**src/rtl/slot_sequence_monitor.sv**
```systemverilog
// Receive-side checker for a four-slot round-robin scheduler: tracks slot order,
// burst dwell and idle-gap length, and reports sync, rounds and violations.
module slot_sequence_monitor #(
  parameter int DWELL0  = 1,
  parameter int DWELL1  = 2,
  parameter int DWELL2  = 3,
  parameter int DWELL3  = 4,
  parameter int MAX_GAP = 2,
  parameter int CW      = 4
) (
  input  logic       clk,
  input  logic       reset,
  input  logic       enable,
  input  logic [3:0] en_in,
  output logic [1:0] cur_slot,
  output logic       in_sync,
  output logic       err_pulse,
  output logic [2:0] err_code,
  output logic [7:0] round_cnt,
  output logic [7:0] err_cnt
);

  typedef enum logic [1:0] {IDLE, HUNT, ACTIVE, GAP} state_t;

  localparam logic [2:0] E_MULTI = 3'd1;
  localparam logic [2:0] E_ORDER = 3'd2;
  localparam logic [2:0] E_SHORT = 3'd3;
  localparam logic [2:0] E_LONG  = 3'd4;
  localparam logic [2:0] E_GAP   = 3'd5;

  state_t        state, state_nxt;
  logic [CW-1:0] c, c_nxt, g, g_nxt;
  logic [1:0]    slot_nxt;
  logic          sync_nxt, pulse_nxt;
  logic [2:0]    code_nxt;
  logic [7:0]    round_nxt, errc_nxt;

  logic          err_hit;
  logic [2:0]    err_val;
  logic [3:0]    own_hot, next_hot;
  logic          multi_hot;
  logic [CW-1:0] dwell;

  function automatic logic [CW-1:0] dwell_of(input logic [1:0] s);
    case (s)
      2'd0:    return CW'(DWELL0);
      2'd1:    return CW'(DWELL1);
      2'd2:    return CW'(DWELL2);
      default: return CW'(DWELL3);
    endcase
  endfunction

  // cur_slot doubles as the slot register s; it is forced to 0 in IDLE/HUNT.
  assign own_hot   = 4'b0001 << cur_slot;
  assign next_hot  = 4'b0001 << (cur_slot + 2'd1);
  assign multi_hot = (en_in & (en_in - 4'd1)) != 4'd0;
  assign dwell     = dwell_of(cur_slot);

  // NOTE: every combinational output gets a default first so no path leaves it
  // unassigned, which would otherwise infer a latch.
  always_comb begin
    state_nxt = state;
    c_nxt     = c;
    g_nxt     = g;
    slot_nxt  = cur_slot;
    sync_nxt  = in_sync;
    pulse_nxt = 1'b0;
    code_nxt  = err_code;
    round_nxt = round_cnt;
    errc_nxt  = err_cnt;
    err_hit   = 1'b0;
    err_val   = 3'd0;

    if (!enable) begin
      state_nxt = IDLE;
      slot_nxt  = 2'd0;
      sync_nxt  = 1'b0;
    end else begin
      case (state)
        IDLE: state_nxt = HUNT;
        HUNT: begin
          if (en_in == 4'b0001) begin
            state_nxt = ACTIVE;
            slot_nxt  = 2'd0;
            c_nxt     = CW'(1);
          end else if (multi_hot) begin
            err_hit = 1'b1;
            err_val = E_MULTI;
          end
        end
        ACTIVE: begin
          if (en_in == own_hot) begin
            if (c < dwell) c_nxt = c + CW'(1);
            else begin err_hit = 1'b1; err_val = E_LONG; end
          end else if (en_in == 4'd0) begin
            if (c >= dwell) begin
              state_nxt = GAP;
              g_nxt     = CW'(1);
              slot_nxt  = cur_slot + 2'd1;
              sync_nxt  = 1'b1;
              if (cur_slot == 2'd3) round_nxt = round_cnt + 8'd1;
            end else begin
              err_hit = 1'b1;
              err_val = E_SHORT;
            end
          end else if (en_in == next_hot && c >= dwell) begin
            // Zero-gap handoff: close this burst and open the next one at once.
            c_nxt    = CW'(1);
            slot_nxt = cur_slot + 2'd1;
            sync_nxt = 1'b1;
            if (cur_slot == 2'd3) round_nxt = round_cnt + 8'd1;
          end else begin
            err_hit = 1'b1;
            err_val = multi_hot ? E_MULTI : E_ORDER;
          end
        end
        GAP: begin
          if (en_in == 4'd0) begin
            if (g < CW'(MAX_GAP)) g_nxt = g + CW'(1);
            else begin err_hit = 1'b1; err_val = E_GAP; end
          end else if (en_in == own_hot) begin
            state_nxt = ACTIVE;
            c_nxt     = CW'(1);
          end else begin
            err_hit = 1'b1;
            err_val = multi_hot ? E_MULTI : E_ORDER;
          end
        end
        default: state_nxt = IDLE;
      endcase
    end

    if (err_hit) begin
      state_nxt = HUNT;
      slot_nxt  = 2'd0;
      sync_nxt  = 1'b0;
      pulse_nxt = 1'b1;
      code_nxt  = err_val;
      errc_nxt  = (err_cnt == 8'hFF) ? err_cnt : err_cnt + 8'd1;
    end
  end

  // NOTE: sequential state uses non-blocking assignments so every register
  // samples the pre-edge values regardless of statement order.
  always_ff @(posedge clk or posedge reset) begin
    if (reset) begin
      state     <= IDLE;
      c         <= '0;
      g         <= '0;
      cur_slot  <= 2'd0;
      in_sync   <= 1'b0;
      err_pulse <= 1'b0;
      err_code  <= 3'd0;
      round_cnt <= 8'd0;
      err_cnt   <= 8'd0;
    end else begin
      state     <= state_nxt;
      c         <= c_nxt;
      g         <= g_nxt;
      cur_slot  <= slot_nxt;
      in_sync   <= sync_nxt;
      err_pulse <= pulse_nxt;
      err_code  <= code_nxt;
      round_cnt <= round_nxt;
      err_cnt   <= errc_nxt;
    end
  end

endmodule

```
**config.mk**
```make
export PLATFORM = sky130hd
export DESIGN_NAME = slot_sequence_monitor
export DESIGN_NICKNAME = d
export VERILOG_FILES = /design/src/rtl/slot_sequence_monitor.sv
export SDC_FILE = /design/constraint.sdc
export NUM_CORES = 1
export LEC_CHECK = 0
export CAP_MARGIN = 5
export CORE_MARGIN = 2
export CORE_UTILIZATION = 43
export CTS_CLUSTER_SIZE = 16
export DETAILED_ROUTE_END_ITERATION = 16
export PLACE_DENSITY = 0.65
export SYNTH_ARGS = -nofsm -noshare
export SYNTH_HDL_FRONTEND = slang
export SYNTH_SLANG_ARGS = --single-unit
```
**constraint.sdc**
```tcl
create_clock -name clk -period 2.5 [get_ports clk]
set_input_delay 0.5 -clock clk [delete_from_list [all_inputs] [get_ports clk]]
set_output_delay 0.5 -clock clk [all_outputs]
set_load 0.05 [all_outputs]
```
==> results of run 1 <==
==> path summary, 6_finish.rpt <==
kind | start | cells after the start | slack [ns] | endpoint
hold reg to reg | round_cnt[7]$_DFFE_PP0P_ | 1 | 0.47 | round_cnt[7]$_DFFE_PP0P_
hold / removal | round_cnt[7]$_DFFE_PP0P_ | 1 | 0.47 | round_cnt[7]$_DFFE_PP0P_
setup reg to reg | cur_slot[1]$_DFFE_PP0P_ | 8 | -0.13 | cur_slot[1]$_DFFE_PP0P_
max in group asynchronous | reset | 3 | 1.75 | cur_slot[0]$_DFFE_PP0P_
setup / recovery | cur_slot[1]$_DFFE_PP0P_ | 8 | -0.13 | cur_slot[1]$_DFFE_PP0P_
min in group asynchronous | reset | 3 | 0.56 | err_cnt[6]$_DFFE_PP0P_
==> routing by layer <==
| metal | up-vias | part of all wire | global-route usage |
|---|---|---|---|
| met1 | 933 | 0.46 | 0.289 |
| li1 | 942 | - | - |
| met5 | - | 0 | 0 |
| met2 | 50 | 0.48 | 0.324 |
| met4 | 0 | 0.015 | 0.0536 |
| met3 | 11 | 0.046 | 0.0388 |
==> power groups by stage <==
stage / logic (mW) / clock network (mW) / registers, mW
after floorplan: 0.497 / 0 / 0.851
after global placement: 1.08 / 0 / 0.686
after detailed placement: 1.08 / 0 / 0.689
after CTS: 1.12 / 0.542 / 0.678
after global routing: 1.41 / 0.554 / 0.693
final: 1.32 / 0.526 / 0.681
==> cell type report <==
class | instances | area, sq um | share of cell area
Tap cell | 67 | 83.8 | 0.0246
Inverter | 13 | 56.3 | 0.0165
Sequential cell | 33 | 833 | 0.244
Clock inverter | 1 | 30.0 | 0.00880
Clock buffer | 7 | 86.3 | 0.0253
Multi-Input combinational cell | 163 | 1580 | 0.463
Timing Repair Buffer | 81 | 742 | 0.218
==> cell usage after synthesis, drive strengths merged, types with 3 or more instances <==
cell	number
nand2	20
buf	4
nor2	15
dfrtp	33
nand4	7
o21ai	7
ha	16
o211ai	3
nor4	3
or4	5
nor2b	3
mux2	4
xor2	12
inv	13
xnor2	11
and3	4
a21oi	7
nand3	8
o31ai	3
==> cell usage in the layout, fill, tap and decap left out, types with 3 or more instances in the layout <==
cell,count
buf_6,13
ha_4,6
nand3_1,7
ha_1,10
inv_1,9
mux2_4,4
nand2_2,5
clkbuf_8,6
and3_1,3
or4_4,3
a21oi_4,3
xnor2_1,11
nor2_1,9
nand4_1,7
a21oi_1,4
o21ai_0,3
o31ai_1,3
inv_4,3
dfrtp_1,31
clkdlybuf4s50_1,29
nand2_1,14
buf_4,38
xor2_2,4
xor2_1,8
nor2_4,5
==> cells by family after synthesis <==
kind of cell / count (synthesis) / share of synthesized area
simple gates: 73 / 0.180
compound gates: 44 / 0.174
flops: 33 / 0.384
xor+xnor: 23 / 0.0937
buf+inv: 19 / 0.0407
fa+ha+maj: 17 / 0.0977
mux: 6 / 0.0302
==> state kept, by name, indices dropped and copies added (netlist names) <==
signal and count:
round_cnt 8, err_pulse 1, cur_slot 2, err_code 3, state 2, err_cnt 8, c 4, g 4
in_sync 1
==> metrics by stage <==
step	power [mW]	setup TNS, ns	utilization	instances	worst slack (ns)
2_1_floorplan	1.35	-0.359	-	215	-0.0801
3_5_place_dp	1.77	-5.97	0.610	346	-0.284
4_1_cts	2.34	-0.488	0.648	357	-0.0796
3_3_place_gp	1.76	-4.52	0.610	346	-0.270
6_report	2.53	-1.00	0.713	365	-0.127
5_1_grt	2.66	-3.47	0.713	365	-0.220
==> repair_timing <==
item,4_1_cts,5_1_grt
setup buffers,3,10
endpoints found under the setup margin,23,31
gates resized for setup,10,54
pin swaps,4,34
==> metrics.yaml, run 1 <==
p_sw_frac: 0.403
whs_ns: 0.471
row_count: 25
p_sw_mw: 1.02
grt_pass1_vias: 1845
max_stage_delay_ns: 0.54
cp_max_fo: 4
crit_family: "compound AO/OA/AOI/OAI gates"
slowest_stage: "or4_1"
fill_cells: 331
yosysUniqueCellTypes: 52
ctsHtreeMaxLevel: 2
grt_pass1_wl_mm: 8.72
drtAntennaViolNets: 0
synth_area_leader_cell: "dfrtp_1"
irDropWorstVdd_v: 0.000355
drcViolationCount: 0
clock_latency_ns: 0.29
yosys_warnings: 0
dp.final_hpwl_mm: 3.79
overflow: 0
synth_area_per_cell_sq_um: 10.0
synth_edf_count: 0
core-area_sq_um: 4790
ios: 30
clock_power_share: 0.208
worstPathArrival_ns: 2.83
ys_seq_area_frac: 0.384
synthFlopType: "dfrtp_1"
criticalPathCategory: "reg2reg"
root_buffer: "clkbuf_8"
synth_area_sq_um: 2150
synthTopCellsByArea: "dfrtp_1 38%, ha_1 9.3%, xor2_1 4.9%, xnor2_1 4.5%, nand2_1 3.3%"
relSlewSlack: 0.664
fmax_ghz: 0.381
tightest_slew_ns: 0.502
p_comb_frac: 0.523
hold_violations: 0
post-route-min-period_ns: 2.63
die_area_sq_um: 5580
vias: 1936
syn_nets: 238
postPlaceCellArea_sq_um: 2920
synthArstFlopShare: 1.00
timing.final.ws_setup_ns: -0.127
first_pass_iters: 4
start_kind: "register"
drive_above_1_share: 0.399
drtIter0Drc: 99
clk_pin_slew_worst_paths_ns: 0.07
cp-end-kind: "register"
syn_inst: 215
hold_path_class: "reg2reg"
setup_viol: 18
run_status: "finished with violations"
antenna_found_initial: 0
wl_mm: 5.53
clockBufferDepth: 2
drv_cap: 0
netlist.area_leader.share: 0.384
path_buf_inv: 1
cp.required_ns: 2.70
wl_per_cell_um: 15.2
cts_tree: "yes"
cts_made_buffers: 5
place_congestion: 0.862
initial_core_util: 0.449
ys_ff_latch: 33
grt_max_degree: 34
syn2layout_area_growth_pct: 58.6
hold_buffers: 0
p_int_mw: 1.51
clock_sink_count: 33
power_density_nw_per_um2: 741
fin_skew_ns: 0.00247
period_share: 1.05
failed_checks: "negative setup slack"
path_cells: "ha_4 -> buf_6 -> xor2_2 -> o41a_4 -> a21oi_4 -> nand2_2 -> or4_1 -> a31oi_1"
nets: 320
leakagePower_nw: 1.44
die_w_um: 74.7
antennaDiodeCount: 0
p_seq_frac: 0.269
fin_area_sq_um: 3410
rsz0062_at_grt: "yes"
drv_slew: 0
viasPerCell: 5.30
die_y_um: 74.7
io_buffers: 29
gr-usage-all-layers: 0.205
(Power assumes the default switching activity.)
==> inputs of run 2 (changes only) <==
--- a/config.mk
+++ b/config.mk
@@ -5,7 +5,8 @@
 export SDC_FILE = /design/constraint.sdc
 export NUM_CORES = 1
 export LEC_CHECK = 0
-export CAP_MARGIN = 5
+export ABC_CLOCK_PERIOD_IN_PS = 2500
+export CAP_MARGIN = 20
 export CORE_MARGIN = 2
 export CORE_UTILIZATION = 43
 export CTS_CLUSTER_SIZE = 16
==> constraint.sdc (replaced) <==
create_clock -name clk -period 2.5 [get_ports clk]
set_input_delay 0.25 -clock clk [delete_from_list [all_inputs] [get_ports clk]]
set_output_delay 0.25 -clock clk [all_outputs]
set_load 0.05 [all_outputs]
==> run 2 against run 1 <==
Worst hold slack worse by 0.11 ns. Design area shrank 7.4%. The run still ends with negative setup slack left. Critical endpoint is now cur_slot[0]$_DFFE_PP0P_. Routed wire length shrank 10%. Cell count fell by 1.4%. Clock skew up 0.0021 ns.
==> metrics.yaml, run 2 (synthesized netlist as in run 1, its figures left out) <==
fmax_ghz: 0.397
place_ws_ns: -0.0824
ios: 30
fin_skew_ns: 0.00453
criticalPathCategory: "reg2reg"
start_kind: "register"
r2r_slack_ns: -0.02
reg_top3: "err_cnt: 8 flops, round_cnt: 8 flops"
die_w_um: 74.7
row_count: 25
root_buffer: "clkbuf_8"
drtAntennaViolNets: 0
period_share: 1.01
p_sw_mw: 0.929
post-route-min-period_ns: 2.52
die_y_um: 74.7
reg2reg_depth: 11
viasPerCell: 5.14
power_density_nw_per_um2: 707
fin_area_sq_um: 3160
fin_total_pwr_mw: 2.23
reg2reg_to: "cur_slot[0]$_DFFE_PP0P_"
hold_buffers: 0
postPlaceCellArea_sq_um: 2890
clk_pin_slew_worst_paths_ns: 0.07
cp_max_fo: 5
initial_core_util: 0.449
overflow: 0
antennaDiodeCount: 0
p_comb_frac: 0.520
cts_made_buffers: 5
final_common_cell: "buf_4"
wl_per_cell_um: 13.8
syn2layout_area_growth_pct: 46.9
cp-end-kind: "register"
drv_slew: 0
hold_path_class: "in2async"
failed_checks: "negative setup slack"
r2r-start: "cur_slot[1]$_DFFE_PP0P_"
grt_max_degree: 34
grt_pass1_wl_mm: 8.26
drv_cap: 0
gr-usage-all-layers: 0.198
first_pass_iters: 4
drcViolationCount: 0
tightest_slew_ns: 0.509
drtIter0Drc: 59
hold_violations: 0
p_sw_frac: 0.416
io_buffers: 29
vias: 1850
clock_latency_ns: 0.29
p_int_mw: 1.30
cts_tree: "yes"
dp.final_hpwl_mm: 3.68
p_seq_frac: 0.303
leakagePower_nw: 1.39
timing.final.ws_setup_ns: -0.0204
cp.required_ns: 2.71
nets: 315
worstPathArrival_ns: 2.73
drive_above_1_share: 0.341
setup_viol: 4
wl_mm: 4.96
layout_common_cells: "43 x buf_4, 31 x dfrtp_1, 29 x clkdlybuf4s50_1, 16 x nand2_1, 11 x nor2_1"
clock_power_share: 0.177
place_congestion: 0.813
core-area_sq_um: 4790
whs_ns: 0.362
relSlewSlack: 0.659
die_area_sq_um: 5580
clock_sink_count: 33
antenna_found_initial: 0
clockBufferDepth: 2
rsz0062_at_grt: "yes"
ctsHtreeMaxLevel: 2
grt_pass1_vias: 1770
irDropWorstVdd_v: 0.000555
run_status: "finished with violations"
-- run 2: changes by cell type in the layout (fill, tap and decap cells not counted), moves of 2 or more --
| cell | previous run | this run |
|---|---|---|
| o21ai_2 | 2 | 0 |
| nor2_4 | 5 | 1 |
| xor2_2 | 4 | 2 |
| nor2_1 | 9 | 11 |
| buf_6 | 13 | 4 |
| nand2_1 | 14 | 16 |
| clkinv_2 | 0 | 2 |
| nor2_2 | 1 | 3 |
| buf_4 | 38 | 43 |
| nand2_2 | 5 | 3 |
| o21ai_1 | 0 | 3 |
| xor2_1 | 8 | 10 |
-- run 2: worst max path at each step --
| stage | start | endpoint | slack, ns |
|---|---|---|---|
| finish | cur_slot[1]$_DFFE_PP0P_ | cur_slot[0]$_DFFE_PP0P_ | -0.02 |
| global route | cur_slot[0]$_DFFE_PP0P_ | cur_slot[0]$_DFFE_PP0P_ | -0.12 |
| CTS | cur_slot[0]$_DFFE_PP0P_ | cur_slot[0]$_DFFE_PP0P_ | -0.04 |
| detailed placement | cur_slot[1]$_DFFE_PP0P_ | cur_slot[1]$_DFFE_PP0P_ | -0.08 |
| global placement | cur_slot[0]$_DFFE_PP0P_ | cur_slot[1]$_DFFE_PP0P_ | -0.09 |
| floorplan | cur_slot[0]$_DFFE_PP0P_ | err_code[1]$_DFFE_PP0P_ | -0.08 |
-- run 2: worst max-delay path, stage by stage, from the launching register on --
cell     delay [ns]
dfrtp_4        0.47
inv_4          0.06
ha_4           0.27
inv_4          0.04
ha_4           0.26
nor2b_4        0.13
buf_4          0.12
o21ai_4        0.07
a21oi_4        0.24
nand2_2        0.09
or4_1          0.53
a31oi_1        0.15
-- run 2: what timing repair did --
action                                  CTS  global route
pin swaps                                17            15
endpoints found under the setup margin   15            28
resized for setup                        12            17
setup buffers                             7             2
-- run 2: final cells by class --
type,count,area (sq um)
tap,67,83.8
sequential,33,833
clock buffer,5,68.8
inverter,13,56.3
timing repair buffer,76,658
clock inverter,3,17.5
multi-input combinational,163,1440
fill,385,1630
-- run 2: stage by stage --
step	std cells	util	setup TNS, ns
final	360	0.660	-0.0492
after global routing	360	0.660	-1.53
after CTS	358	0.644	-0.0747
after detailed placement	344	0.605	-0.582
after global placement	344	0.605	-0.477
after floorplan	215	-	-0.359
-- run 2: power groups by stage --
stage / Sequential [mW] / Combinational, mW / Clock (mW)
CTS: 0.675 / 1.11 / 0.412
global route: 0.690 / 1.25 / 0.437
global placement: 0.685 / 1.05 / 0
floorplan: 0.851 / 0.497 / 0
detailed placement: 0.685 / 1.06 / 0
finish: 0.676 / 1.16 / 0.396
-- run 2: per-layer routing --
layer | up-vias | part of all wire | global-route usage
met4 | 0 | 0.017 | 0.0655
li1 | 933 | - | -
met1 | 880 | 0.49 | 0.272
met2 | 29 | 0.46 | 0.308
met3 | 8 | 0.036 | 0.0482
met5 | - | 0 | 0
==> inputs of run 3 (changes only) <==
--- a/config.mk
+++ b/config.mk
@@ -11,6 +11,7 @@
 export CORE_UTILIZATION = 43
 export CTS_CLUSTER_SIZE = 16
 export DETAILED_ROUTE_END_ITERATION = 16
+export HOLD_SLACK_MARGIN = 0.05
 export PLACE_DENSITY = 0.65
 export SYNTH_ARGS = -nofsm -noshare
 export SYNTH_HDL_FRONTEND = slang
==> results of run 3 <==
Final layout, timing and power as in run 2 (identical DEF).
